===== src/rtl/pc_pkg.sv =====
// Shared encodings for the program-counter generator: control-flow kinds,
// branch condition selects and the next-PC source select.
package pc_pkg;

  localparam logic [1:0] MTR_JAL  = 2'b10;
  localparam logic [1:0] MTR_JALR = 2'b11;

  localparam logic [2:0] F3_BEQ  = 3'b000;
  localparam logic [2:0] F3_BNE  = 3'b001;
  localparam logic [2:0] F3_BLT  = 3'b100;
  localparam logic [2:0] F3_BGE  = 3'b101;
  localparam logic [2:0] F3_BLTU = 3'b110;
  localparam logic [2:0] F3_BGEU = 3'b111;

  typedef enum logic [1:0] {
    NPC_SEQ,
    NPC_TARGET,
    NPC_TRAP,
    NPC_HOLD
  } npc_sel_e;

  // funct3 values 010/011 are not branch conditions and never redirect.
  function automatic logic branch_cond(input logic [2:0] funct3,
                                       input logic       zero_flag,
                                       input logic       lt_flag,
                                       input logic       ltu_flag);
    logic cond;
    cond = 1'b0;
    case (funct3)
      F3_BEQ:  cond = zero_flag;
      F3_BNE:  cond = !zero_flag;
      F3_BLT:  cond = lt_flag;
      F3_BGE:  cond = !lt_flag;
      F3_BLTU: cond = ltu_flag;
      F3_BGEU: cond = !ltu_flag;
      default: cond = 1'b0;
    endcase
    return cond;
  endfunction

endpackage


===== src/rtl/pc_gen_if.sv =====
// Control-flow inputs and PC outputs of pc_gen. The master side is the core
// decode/execute logic; the slave side is the PC generator itself.
interface pc_gen_if #(
  parameter int PC_W  = 10,
  parameter int IMM_W = 21,
  parameter int XLEN  = 32
);

  logic             stall;
  logic             branch;
  logic [2:0]       funct3;
  logic             zero_flag;
  logic             lt_flag;
  logic             ltu_flag;
  logic [1:0]       mem_to_reg;
  logic [IMM_W-1:0] immediate;
  logic [XLEN-1:0]  reg_out1;
  logic             ras_push;
  logic             ras_pop;

  logic [PC_W-1:0]  pc_out;
  logic [PC_W-1:0]  pc_plus4;
  logic             taken;
  logic             misalign_err;
  logic [PC_W-1:0]  ras_top;
  logic             ras_valid;

  modport master (
    output stall, branch, funct3, zero_flag, lt_flag, ltu_flag,
           mem_to_reg, immediate, reg_out1, ras_push, ras_pop,
    input  pc_out, pc_plus4, taken, misalign_err, ras_top, ras_valid
  );

  modport slave (
    input  stall, branch, funct3, zero_flag, lt_flag, ltu_flag,
           mem_to_reg, immediate, reg_out1, ras_push, ras_pop,
    output pc_out, pc_plus4, taken, misalign_err, ras_top, ras_valid
  );

endinterface


===== src/rtl/pc_ras.sv =====
// Circular return-address stack used by pc_gen when PC_RAS_EN is defined.
// DEPTH must be a power of two so the pointer wraps on its own.
module pc_ras #(
  parameter int PC_W  = 10,
  parameter int DEPTH = 4
) (
  input  logic            clk,
  input  logic            reset,
  input  logic            push,
  input  logic            pop,
  input  logic [PC_W-1:0] push_data,
  output logic [PC_W-1:0] top,
  output logic            valid
);

  localparam int PTR_W = $clog2(DEPTH);
  localparam int CNT_W = PTR_W + 1;

  logic [PC_W-1:0]  stack [DEPTH];
  logic [PTR_W-1:0] ptr;
  logic [PTR_W-1:0] top_idx;
  logic [CNT_W-1:0] count;
  logic             empty;
  logic             full;
  logic             wr_en;
  logic [PTR_W-1:0] wr_idx;

  assign top_idx = ptr - PTR_W'(1);
  assign empty   = (count == '0);
  assign full    = (count == CNT_W'(DEPTH));
  assign valid   = !empty;
  assign top     = empty ? '0 : stack[top_idx];

  // A push paired with a pop on a non-empty stack replaces the top entry in
  // place; a lone pop on an empty stack does nothing.
  always_comb begin
    wr_en  = 1'b0;
    wr_idx = ptr;
    if (!reset && push) begin
      wr_en = 1'b1;
      if (pop && !empty) wr_idx = top_idx;
    end
  end

  always_ff @(posedge clk) begin
    if (wr_en) stack[wr_idx] <= push_data;
  end

  always_ff @(posedge clk) begin
    if (reset) begin
      ptr   <= '0;
      count <= '0;
    end else if (push && pop && !empty) begin
      ptr   <= ptr;
      count <= count;
    end else if (push) begin
      ptr <= ptr + PTR_W'(1);
      if (!full) count <= count + CNT_W'(1);
    end else if (pop && !empty) begin
      ptr   <= ptr - PTR_W'(1);
      count <= count - CNT_W'(1);
    end
  end

endmodule


===== src/rtl/pc_gen.sv =====
// Parametrised program-counter generator for the single-cycle RV32 core.
// Define PC_RAS_EN to add the return-address stack (pc_ras) for jalr returns.
module pc_gen
  import pc_pkg::*;
#(
  parameter int              PC_W      = 10,
  parameter int              IMM_W     = 21,
  parameter int              XLEN      = 32,
  parameter logic [PC_W-1:0] RESET_VEC = '0,
  parameter logic [PC_W-1:0] TRAP_VEC  = '0,
  parameter int              RAS_DEPTH = 4
) (
  input  logic     clk,
  input  logic     reset,
  pc_gen_if.slave  bus
);

  // Targets are formed at the wider of the data and PC widths, then truncated.
  localparam int AW = (XLEN > PC_W) ? XLEN : PC_W;

  logic [PC_W-1:0] pc_q;
  logic            misalign_q;
  logic [PC_W-1:0] pc_plus4;
  logic [AW-1:0]   imm_ext;
  logic [AW-1:0]   base;
  logic [AW-1:0]   target_full;
  logic [PC_W-1:0] target;
  logic            is_jump;
  logic            is_jalr;
  logic            taken;
  logic            misaligned;
  logic            ras_push_en;
  logic            ras_pop_en;
  logic            unused_target;
  npc_sel_e        npc_sel;

  assign imm_ext  = AW'(signed'(bus.immediate));
  assign pc_plus4 = pc_q + PC_W'(4);
  assign is_jump  = bus.branch && (bus.mem_to_reg == MTR_JAL || bus.mem_to_reg == MTR_JALR);
  assign is_jalr  = bus.branch && (bus.mem_to_reg == MTR_JALR);
  assign taken    = bus.branch &&
                    (is_jump || branch_cond(bus.funct3, bus.zero_flag, bus.lt_flag, bus.ltu_flag));

  always_comb begin
    base = AW'(pc_q);
    if (is_jalr) base = AW'(bus.reg_out1);
    target_full = base + imm_ext;
    if (is_jalr) target_full[0] = 1'b0;
  end

  assign target        = target_full[PC_W-1:0];
  assign misaligned    = taken && target[1];
  assign unused_target = ^target_full;

  always_comb begin
    npc_sel = NPC_SEQ;
    if (bus.stall)       npc_sel = NPC_HOLD;
    else if (misaligned) npc_sel = NPC_TRAP;
    else if (taken)      npc_sel = NPC_TARGET;
  end

  always_ff @(posedge clk) begin
    if (reset) begin
      pc_q       <= RESET_VEC;
      misalign_q <= 1'b0;
    end else begin
      misalign_q <= (npc_sel == NPC_TRAP);
      unique case (npc_sel)
        NPC_HOLD:   pc_q <= pc_q;
        NPC_TRAP:   pc_q <= TRAP_VEC;
        NPC_TARGET: pc_q <= target;
        NPC_SEQ:    pc_q <= pc_plus4;
      endcase
    end
  end

  // The stack only moves on a redirect that actually commits.
  assign ras_push_en = (npc_sel == NPC_TARGET) && is_jump && bus.ras_push;
  assign ras_pop_en  = (npc_sel == NPC_TARGET) && is_jalr && bus.ras_pop;

`ifdef PC_RAS_EN
  pc_ras #(
    .PC_W  (PC_W),
    .DEPTH (RAS_DEPTH)
  ) u_ras (
    .clk       (clk),
    .reset     (reset),
    .push      (ras_push_en),
    .pop       (ras_pop_en),
    .push_data (pc_plus4),
    .top       (bus.ras_top),
    .valid     (bus.ras_valid)
  );
`else
  logic unused_ras;
  assign unused_ras    = ras_push_en ^ ras_pop_en;
  assign bus.ras_top   = '0;
  assign bus.ras_valid = 1'b0;
`endif

  assign bus.pc_out       = pc_q;
  assign bus.pc_plus4     = pc_plus4;
  assign bus.taken        = taken;
  assign bus.misalign_err = misalign_q;

endmodule


===== src/flat_wrapper.sv =====
// flat-port wrapper written by rule: the top's interface ports become plain ports
module pc_gen_flat import pc_pkg::*;
#(
  parameter int              PC_W      = 10,
  parameter int              IMM_W     = 21,
  parameter int              XLEN      = 32,
  parameter logic [PC_W-1:0] RESET_VEC = '0,
  parameter logic [PC_W-1:0] TRAP_VEC  = '0,
  parameter int              RAS_DEPTH = 4
)
  (clk, reset, bus_stall, bus_branch, bus_funct3, bus_zero_flag, bus_lt_flag, bus_ltu_flag, bus_mem_to_reg, bus_immediate, bus_reg_out1, bus_ras_push, bus_ras_pop, bus_pc_out, bus_pc_plus4, bus_taken, bus_misalign_err, bus_ras_top, bus_ras_valid);
  pc_gen_if #(.PC_W(PC_W), .IMM_W(IMM_W), .XLEN(XLEN)) bus_i ();
  input  logic clk;
  input  logic reset;
  input wire logic [$bits(bus_i.stall)-1:0] bus_stall;
  input wire logic [$bits(bus_i.branch)-1:0] bus_branch;
  input wire logic [$bits(bus_i.funct3)-1:0] bus_funct3;
  input wire logic [$bits(bus_i.zero_flag)-1:0] bus_zero_flag;
  input wire logic [$bits(bus_i.lt_flag)-1:0] bus_lt_flag;
  input wire logic [$bits(bus_i.ltu_flag)-1:0] bus_ltu_flag;
  input wire logic [$bits(bus_i.mem_to_reg)-1:0] bus_mem_to_reg;
  input wire logic [$bits(bus_i.immediate)-1:0] bus_immediate;
  input wire logic [$bits(bus_i.reg_out1)-1:0] bus_reg_out1;
  input wire logic [$bits(bus_i.ras_push)-1:0] bus_ras_push;
  input wire logic [$bits(bus_i.ras_pop)-1:0] bus_ras_pop;
  output wire logic [$bits(bus_i.pc_out)-1:0] bus_pc_out;
  output wire logic [$bits(bus_i.pc_plus4)-1:0] bus_pc_plus4;
  output wire logic [$bits(bus_i.taken)-1:0] bus_taken;
  output wire logic [$bits(bus_i.misalign_err)-1:0] bus_misalign_err;
  output wire logic [$bits(bus_i.ras_top)-1:0] bus_ras_top;
  output wire logic [$bits(bus_i.ras_valid)-1:0] bus_ras_valid;
  assign bus_i.stall = bus_stall;
  assign bus_i.branch = bus_branch;
  assign bus_i.funct3 = bus_funct3;
  assign bus_i.zero_flag = bus_zero_flag;
  assign bus_i.lt_flag = bus_lt_flag;
  assign bus_i.ltu_flag = bus_ltu_flag;
  assign bus_i.mem_to_reg = bus_mem_to_reg;
  assign bus_i.immediate = bus_immediate;
  assign bus_i.reg_out1 = bus_reg_out1;
  assign bus_i.ras_push = bus_ras_push;
  assign bus_i.ras_pop = bus_ras_pop;
  assign bus_pc_out = bus_i.pc_out;
  assign bus_pc_plus4 = bus_i.pc_plus4;
  assign bus_taken = bus_i.taken;
  assign bus_misalign_err = bus_i.misalign_err;
  assign bus_ras_top = bus_i.ras_top;
  assign bus_ras_valid = bus_i.ras_valid;
  pc_gen #(.PC_W(PC_W), .IMM_W(IMM_W), .XLEN(XLEN), .RESET_VEC(RESET_VEC), .TRAP_VEC(TRAP_VEC), .RAS_DEPTH(RAS_DEPTH)) u_core (.clk(clk), .reset(reset), .bus(bus_i));
endmodule

===== config.mk =====
export PLATFORM = sky130hd
export DESIGN_NAME = pc_gen_flat
export DESIGN_NICKNAME = d
export VERILOG_FILES = /design/src/rtl/pc_pkg.sv /design/src/rtl/pc_gen_if.sv /design/src/rtl/pc_ras.sv /design/src/rtl/pc_gen.sv /design/src/flat_wrapper.sv
export SDC_FILE = /design/constraint.sdc
export NUM_CORES = 1
export LEC_CHECK = 0
export BUFFER_PORTS_ARGS = -buffer_cell sky130_fd_sc_hd__buf_2
export CAP_MARGIN = 20
export CORE_MARGIN = 1.5
export CORE_UTILIZATION = 30
export DETAILED_ROUTE_END_ITERATION = 16
export GPL_TIMING_DRIVEN = 0
export PLACE_DENSITY = 0.77
export SLEW_MARGIN = 10
export SYNTH_ARGS = -nofsm -noshare
export SYNTH_HDL_FRONTEND = slang
export SYNTH_SLANG_ARGS = --single-unit

===== constraint.sdc =====
create_clock -name clk -period 2.6 [get_ports clk]
set_input_delay 0.39 -clock clk [delete_from_list [all_inputs] [get_ports clk]]
set_output_delay 0.39 -clock clk [all_outputs]
set_load 0.005 [all_outputs]

==> impl_results.md <==
- Outcome: finished clean
- Worst-Skew Late Latency: 0.23 ns
- Switch Pwr: ~0.18 mW
- Syn Area/Cell: 8.40 um^2
- # setup viols final: 0
- Vias in the first global route: 1167
- Post-DRT Antenna Nets: 0
- Post-CTS Setup Bufs: 0
- Min Hold Slack: 0.409 ns
- Final net count: 293
- Distinct cells, synth: 40
- Wirelength per Cell: around 12 um
- Via-to-Cell Ratio: ~5
- EDFF count, synth: 0
- # rows: 23
- Worst r2r src: u_core.bus.pc_out[0]
- DR DRC count: 0
- Pwr Density: around 340 nW/um^2
- Sw Share: 0.314
- YS warnings: 0
- Area leader, netlist: dfxtp_1
- Cts hold-fix bufs: 0
- CP endpoint kind: register
- GR Util All Layers: 0.134
- Logic pwr share: 0.386
- Internal: ~0.4 mW
- Core Util, Final: 0.424
- RSZ-0062 raised after global routing: false
- Worst Slack Setup Final: about 0.19 ns
- CTS buffer count: 3
- Longest Clk Path Bufs: 2
- Reg clk slew, reported paths: roughly 0.050 ns
- Min cycle time layout: approximately 2.4 ns
- F_max: 414 MHz
- Pin count of the biggest net entering global routing: 11
- Crit path DAT: around 2.5 ns
- Crit path max fanout: 10
- Cells after Synth: between 100 and 150
- Congestion Overflow GR: 0
- Critical path required time: approximately 2.7 ns
- Root Buffer: clkbuf_8
- Initial antenna violation count: 0
- Core region area: about 4000 um^2
- Most frequent cell after synthesis: buf_4
- Routability cong.: between 0.8 and 0.9
- Worst Setup EP: u_core.bus.pc_out[9]
- Leak: about 0.85 nW
- Initial DRC count: 27
- Seq pwr share: 0.326
- Tcrit/Tclk final: 0.929
- Total number of H-tree levels: 1
- Routed WL: between 3 and 4 mm
- Pre-CTS WS: -0.460 ns
- Critical path startpoint category: primary input
- Slew Limit Fails: 0
- DIE AREA: 4540 um^2
- Ratio of cells with drive above 1 in the final layout: 0.411
- #FFs+latches synth: 11
- Sequential cell area fraction in the yosys report: 0.177
- IO Pins: 100
- Synth top area share: 0.177
- Crit Path Class: primary input to register
- Initial Util: 0.311
- Max-cap violations: 0
- R2R cell count: 10
- Drt pass-1 iters: 4
- Fin. Hold Viols: 0
- Die width: between 60 and 70 um
- Main synth FF type: dfxtp_1
- FFs w/ async S/R, synth: 0
- Peak VDD IR: about 0.14 mV
- Synth area leaders: dfxtp_1 (18%), ha_1 (10%), buf_4 (8.5%), mux2_2 (8.1%), xnor2_1 (5.6%)
- Origin of the worst setup path: bus_mem_to_reg[1]
- Layout overhead on the synthesized area: 36.2%
- Antenna cells: 0
- Mapped cell area: ~1200 um^2
- Top post-synthesis cells by count: buf_4 (14), dfxtp_1 (11), ha_1 (10), a21oi_1 (9), mux2_2 (9)
- R2R setup slack: 0.42 ns
- HP Class: primary input to register
- Vias: 1285
- Clock Power Share: 0.288
- CTS tree: done
- Worst Skew: around 0.0028 ns
- CTS Sinks: 11
- Chip height: slightly below 70 um
- Worst r2r dst: u_core.bus.pc_out[8]
- Post-DP HPWL: ~2.6 mm
- First-pass GRT wire length: 4.67 mm
- Port bufs: 53
[registers in the layout, summed over array words and instances, names as in the netlist]
name                     cells
u_core.bus.pc_out           10
u_core.bus.misalign_err      1
[metrics by stage]
stage / area, um^2 / power [mW] / TNS (ns) / std cells
6_report: 1690 / 0.583 / 0 / 264
5_1_grt: 1690 / 0.617 / 0 / 264
4_1_cts: 1680 / 0.579 / 0 / 265
3_5_place_dp: 1610 / 0.407 / -1.72 / 261
3_3_place_gp: 1610 / 0.404 / -1.43 / 261
2_1_floorplan: 1280 / 0.336 / 0 / 158
[what timing repair did]
action,CTS,global route
endpoints found under the setup margin,3,4
gates cloned,0,0
resized for setup,5,6
pin swaps,0,2
[metal layers]
layer | vias up | track usage | routed length (um)
li1 | 657 | - | -
met1 | 579 | 0.150 | 1310
met2 | 41 | 0.246 | 1570
met3 | 8 | 0.00833 | 152
met4 | 0 | 0.0791 | 80
met5 | - | 0 | 0
[power by group through the flow]
stage                     Sequential (mW)  Clock [mW]  Combinational [mW]
final                               0.190       0.168               0.225
after global routing                0.192       0.177               0.248
after CTS                           0.190       0.169               0.220
after detailed placement            0.193           0               0.214
after global placement              0.193           0               0.211
after floorplan                     0.191           0               0.145
[worst min path at each step]
| stage | start | end | slack, ns | cells past startpoint |
|---|---|---|---|---|
| after floorplan | u_core.bus.pc_out[0] | u_core.bus.pc_out[0] | 0.48 | 2 |
| after global placement | u_core.bus.pc_out[0] | u_core.bus.pc_out[0] | 0.48 | 2 |
| after detailed placement | u_core.bus.pc_out[0] | u_core.bus.pc_out[0] | 0.49 | 2 |
| after CTS | reset | u_core.bus.pc_out[9] | 0.41 | 2 |
| after global routing | reset | u_core.bus.pc_out[9] | 0.43 | 2 |
| final | reset | u_core.bus.pc_out[9] | 0.41 | 2 |
[final cells by class]
cell class / count / area (um^2)
timing repair buffer: 53 / 265
sequential: 11 / 220
clock buffer: 4 / 45.0
buffer: 17 / 128
multi-input combinational: 124 / 955
inverter: 5 / 18.8
fill: 404 / 2310
tap: 50 / 62.6
[layout by cell type (no fill, tap or decap), types with 3 or more instances in the layout]
cell	Yosys	final
nand2b_1	3	3
nor2_1	5	5
buf_2	0	53
ha_1	10	10
nand2_1	5	5
nor3b_1	3	3
a22oi_1	4	4
inv_1	5	5
buf_4	14	14
clkbuf_1	4	3
clkbuf_8	0	3
mux2i_1	3	3
xnor2_1	8	8
xor2_1	7	7
o21ai_0	5	4
mux2_2	9	9
dfxtp_1	11	11
nand3b_1	3	3
a21o_1	3	3
nand3_1	8	7
a21oi_1	9	9
conb_1	1	11
[worst max-delay path, stage by stage]
cell      delay, ns
buf_2          0.11
nand3_2        0.10
buf_8          0.15
mux2_2         0.36
ha_1           0.31
a211oi_2       0.27
o21bai_1       0.14
o31ai_2        0.30
o21ai_1        0.14
xnor2_1        0.15
o32ai_1        0.10
[cell families after synthesis]
group                      Yosys count  synth area share
AOI/OAI and AO/OA                   41             0.227
and+or+nand+nor                     34             0.153
buffers and inverters               23             0.112
xor gates and xnor gates            15             0.106
muxes                               12             0.106
adders and majority gates           11             0.117
DFF                                 11             0.177
other                                1           0.00302
No activity file was read; power rests on OpenSTA's default activity.
